<file path="src/rtl/arith_divider_if.sv">
// arith_divider_if: start/operand request and result bundle for arith_divider (master = requester, slave = divider)
interface arith_divider_if #(parameter int N = 4);
  logic         start;
  logic [N-1:0] dividend;
  logic [N-1:0] divisor;
  logic         busy;
  logic         done;
  logic [N-1:0] quotient;
  logic [N-1:0] remainder;
  logic         div_by_zero;
  modport master (output start, dividend, divisor, input busy, done, quotient, remainder, div_by_zero);
  modport slave (input start, dividend, divisor, output busy, done, quotient, remainder, div_by_zero);
endinterface

</file>
<file path="src/rtl/arith_divider.sv">
// arith_divider: N-bit unsigned restoring divider, one quotient bit per cycle; ports clk, rst, dif (start/dividend/divisor in, busy/done/quotient/remainder/div_by_zero out)
module arith_divider #(parameter int N = 4) (
  input logic clk,
  input logic rst,
  arith_divider_if.slave dif
);
  localparam int CW = $clog2(N + 1);
  typedef enum logic [1:0] {IDLE, RUN, DONE} state_t;
  state_t state;
  logic [CW-1:0] cnt;
  logic [N-1:0] rem, work, dvs, nxt_rem;
  logic [N:0] sh, tr;
  logic nb;
  assign sh = {rem, work[N-1]};
  assign nb = sh >= {1'b0, dvs};
  assign tr = sh - {1'b0, dvs};
  assign nxt_rem = nb ? tr[N-1:0] : sh[N-1:0];
  assign dif.busy = state != IDLE;
  assign dif.done = state == DONE;
  always_ff @(posedge clk) begin
    if (rst) begin
      state <= IDLE;
      cnt <= '0;
      rem <= '0;
      work <= '0;
      dvs <= '0;
      dif.quotient <= '0;
      dif.remainder <= '0;
      dif.div_by_zero <= 1'b0;
    end else begin
      case (state)
        IDLE: if (dif.start) begin
          work <= dif.dividend;
          dvs <= dif.divisor;
          rem <= '0;
          cnt <= CW'(N);
          if (dif.divisor == '0) begin
            state <= DONE;
            dif.quotient <= '1;
            dif.remainder <= dif.dividend;
            dif.div_by_zero <= 1'b1;
          end else begin
            state <= RUN;
          end
        end
        RUN: begin
          rem <= nxt_rem;
          work <= {work[N-2:0], nb};
          cnt <= cnt - 1'b1;
          if (cnt == CW'(1)) begin
            state <= DONE;
            dif.quotient <= {work[N-2:0], nb};
            dif.remainder <= nxt_rem;
            dif.div_by_zero <= 1'b0;
          end
        end
        DONE: state <= IDLE;
        default: state <= IDLE;
      endcase
    end
  end
endmodule

</file>
<file path="src/flat_wrapper.sv">
// flat-port wrapper written by rule: the top's interface ports become plain ports
module arith_divider_flat 
#(parameter int N = 4)
  (clk, rst, dif_start, dif_dividend, dif_divisor, dif_busy, dif_done, dif_quotient, dif_remainder, dif_div_by_zero);
  arith_divider_if #(.N(N)) dif_i ();
  input logic clk;
  input logic rst;
  input wire logic [$bits(dif_i.start)-1:0] dif_start;
  input wire logic [$bits(dif_i.dividend)-1:0] dif_dividend;
  input wire logic [$bits(dif_i.divisor)-1:0] dif_divisor;
  output wire logic [$bits(dif_i.busy)-1:0] dif_busy;
  output wire logic [$bits(dif_i.done)-1:0] dif_done;
  output wire logic [$bits(dif_i.quotient)-1:0] dif_quotient;
  output wire logic [$bits(dif_i.remainder)-1:0] dif_remainder;
  output wire logic [$bits(dif_i.div_by_zero)-1:0] dif_div_by_zero;
  assign dif_i.start = dif_start;
  assign dif_i.dividend = dif_dividend;
  assign dif_i.divisor = dif_divisor;
  assign dif_busy = dif_i.busy;
  assign dif_done = dif_i.done;
  assign dif_quotient = dif_i.quotient;
  assign dif_remainder = dif_i.remainder;
  assign dif_div_by_zero = dif_i.div_by_zero;
  arith_divider #(.N(N)) u_core (.clk(clk), .rst(rst), .dif(dif_i));
endmodule
</file>
<file path="config.mk">
export PLATFORM = sky130hd
export DESIGN_NAME = arith_divider_flat
export DESIGN_NICKNAME = d
export VERILOG_FILES = /design/src/rtl/arith_divider_if.sv /design/src/rtl/arith_divider.sv /design/src/flat_wrapper.sv
export SDC_FILE = /design/constraint.sdc
export NUM_CORES = 1
export LEC_CHECK = 0
export CORE_MARGIN = 2
export CORE_UTILIZATION = 56
export DETAILED_ROUTE_END_ITERATION = 8
export HOLD_SLACK_MARGIN = 0.15
export PLACE_DENSITY = 0.89
export SYNTH_ARGS = -nofsm -noshare
export SYNTH_HDL_FRONTEND = slang
export SYNTH_SLANG_ARGS = --single-unit
</file>
<file path="constraint.sdc">
create_clock -name clk -period 4 [get_ports clk]
set_input_delay 0.8 -clock clk [delete_from_list [all_inputs] [get_ports clk]]
set_output_delay 0.8 -clock clk [all_outputs]
set_load 0.03 [all_outputs]
</file>
==> results by group <==
Outcome
  • Status: finished, final reports clean

Clock network
  • CTS tree: done
  • Longest Clk Path Bufs: 2
  • Clk_lat worst skew: 330 ps
  • Clock Sinks: 26
  • CTS H-tree lvls: 1
  • CTS Root Buffer Type: clkbuf_4
  • TritonCTS buffer count: 3
  • Cts repair resizes: 0
  • Post-CTS Setup Bufs: 0
  • Worst-path clk slew: 140 ps
  • Post-CTS Hold Fix Bufs: 0

Global routing
  • Vias in the first global route: 1089
  • First-pass GRT wire length: 4600 um
  • GRT Util Overall: 0.222
  • Initial antenna violation count: 0
  • Pin count of the biggest net entering global routing: 27
  • Total gr overflow: 0

Hold path
  • Hold WC Path Type: reg2reg

Power
  • Leakage power of the design: 0.594 nW
  • Pwr Density: 412 nW/um^2
  • VDD IR max: between 0.4 and 0.5 mV
  • Pwr Total: 674 uW

Route
  • Drt wl/cell: about 14 um
  • Via count: ~1200
  • Drt via density: 5.71
  • First-pass detailed-route iteration total: 4
  • Residual DRC: 0
  • Antenna Nets Post-Route: 0
  • Routed WL: 2760 um
  • Number of DRC markers in iteration 0: 27

Synth
  • Gate Count Post-Synth: 158
  • Average cell area after synthesis: 8.71 um^2
  • Sequential area share after synthesis: 0.378
  • Synthesized Nets: 176
  • Unique masters post-synth: 35
  • Synth warn: 0
  • Cell area after synthesis: 1380 um^2
  • Post-synthesis register bit count: 26

Floorplanning
  • Core Area: 2280 um^2
  • Die ar.: 2870 um^2
  • Die height: 53.6 um
  • Top Ports: 22
  • Die width: 53.6 um
  • Initial Util: 0.605
  • Std cell rows: 17

Layout
  • Commonest non-fill, non-tap cells in the layout: nor2_1 (30), dfxtp_1 (26), clkdlybuf4s50_1 (21)
  • Commonest non-fill, non-tap cell in the layout: nor2_1
  • Antenna Cells: 0
  • Nets: about 200
  • Synthesis-to-layout area growth: 18.9%
  • Layout cell share with drive strength beyond 1: 0.125
  • Final Instance Area: 1640 um^2

Setup path
  • CP Capture Type: output pin
  • Worst path arrival time: 1660 ps
  • Critical path class: reg2out
  • CP Max Fanout: 7
  • Critical path launch point type: flip-flop
  • CP required: 3200 ps

Timing
  • Worst slew pin tran: 1030 ps
  • Max-slew violations: 0
  • Min Hold Slack: 506 ps
  • Fin Setup TNS: 0 ps
  • RSZ-0062 raised after global routing: false
  • Max Freq: 407 MHz
  • Clock skew: 3.33 ps
  • Final hold vios: 0
  • Period utilisation layout: 0.615
  • Min Clock Period, post-route: 2460 ps
  • Setup-violating endpoint count in the final report: 0
  • Rel. slew slack: 0.310

Placement
  • Dpl hpwl: 2110 um
  • Post-DP Area: 1580 um^2
  • Final GP Congestion: about 0.88
  • # port buffers: 21

Run
  • Max-cap viol count: 0
sequential cells by signal, summed over array words and instances, names as in the netlist:
signal / cells
u_core.dif.quotient: 4
u_core.dif.remainder: 4
u_core.dvs: 4
u_core.rem: 4
u_core.work: 4
u_core.cnt: 3
u_core.state: 2
u_core.dif.div_by_zero: 1
cells by family (layout without fill, tap and decap cells):
family          Yosys count  in the layout  share of synthesized area
fa+ha+maj                 7              7                     0.0691
simple gates             69             69                      0.239
buf+inv                  16             34                     0.0518
flops                    26             26                      0.378
compound gates           37             37                      0.242
xor+xnor                  2              2                     0.0127
mux                       1              1                    0.00727
metal layers:
metal  track usage  share of wire
met4        0.0726         0.0062
met3        0.0639          0.043
met2         0.377           0.52
met1         0.270           0.43
met5             0              0
path summary, 6_finish.rpt:
kind / start / endpoint / slack (ps) / depth (start not counted)
min: u_core.rem[1] / u_core.rem[1] / 510 / 2
max: u_core.state[1] / dif_busy / 1540 / 2
min reg2reg: u_core.rem[1] / u_core.rem[1] / 510 / 2
max reg2reg: u_core.state[0] / u_core.rem[3] / 1920 / 5
Yosys cell counts:
master,n,share of area
a21oi_2,1,0.0064
nor3_1,1,0.0036
dfxtp_1,26,0.38
nor4_4,1,0.015
nand3_1,3,0.011
inv_1,9,0.025
or4_4,1,0.0082
fa_1,1,0.015
a21oi_1,11,0.040
or3_1,1,0.0045
a31oi_4,1,0.015
buf_6,1,0.0082
buf_4,1,0.0055
a21o_4,1,0.011
xnor2_1,1,0.0064
nand2b_1,4,0.018
nor2b_1,3,0.014
xor2_1,1,0.0064
nor2_1,30,0.082
a211oi_1,6,0.033
or2_2,2,0.0091
a311oi_1,5,0.032
nand2_1,19,0.052
clkbuf_1,5,0.014
ha_1,6,0.055
and2_4,1,0.0064
o22ai_1,1,0.0045
a21oi_4,2,0.024
a211oi_2,2,0.018
o21ai_0,2,0.0073
nor2_2,1,0.0045
a311oi_2,3,0.033
mux2i_1,1,0.0073
o211ai_2,2,0.018
nand3b_1,2,0.011
per-stage QoR:
stage | std cells | worst slack, ps | utilization
final | 204 | 1540 | 0.719
after detailed placement | 200 | 1310 | 0.696
after CTS | 204 | 1520 | 0.719
after floorplan | 158 | 2070 | -
after global routing | 204 | 1460 | 0.719
after global placement | 200 | 1390 | 0.696
power breakdown:
part	leakage (nW)	internal (mW)	total, mW	switching (mW)
logic	0.353	0.0805	0.196	0.115
clock network	0.0279	0.101	0.182	0.0806
registers	0.213	0.280	0.297	0.0161
layout make-up:
class,count,area (um^2)
Multi-Input combinational cell,116,785
Timing Repair Buffer,21,210
Inverter,9,33.8
Clock buffer,3,22.5
Clock inverter,1,30.0
Tap cell,28,35.0
Sequential cell,26,520
Fill cell,167,639
critical path: stages (launching register included):
cell,delay [ps]
dfxtp_1,400
or2_2,340
clkdlybuf4s50_1,600
(Power assumes the default switching activity.)
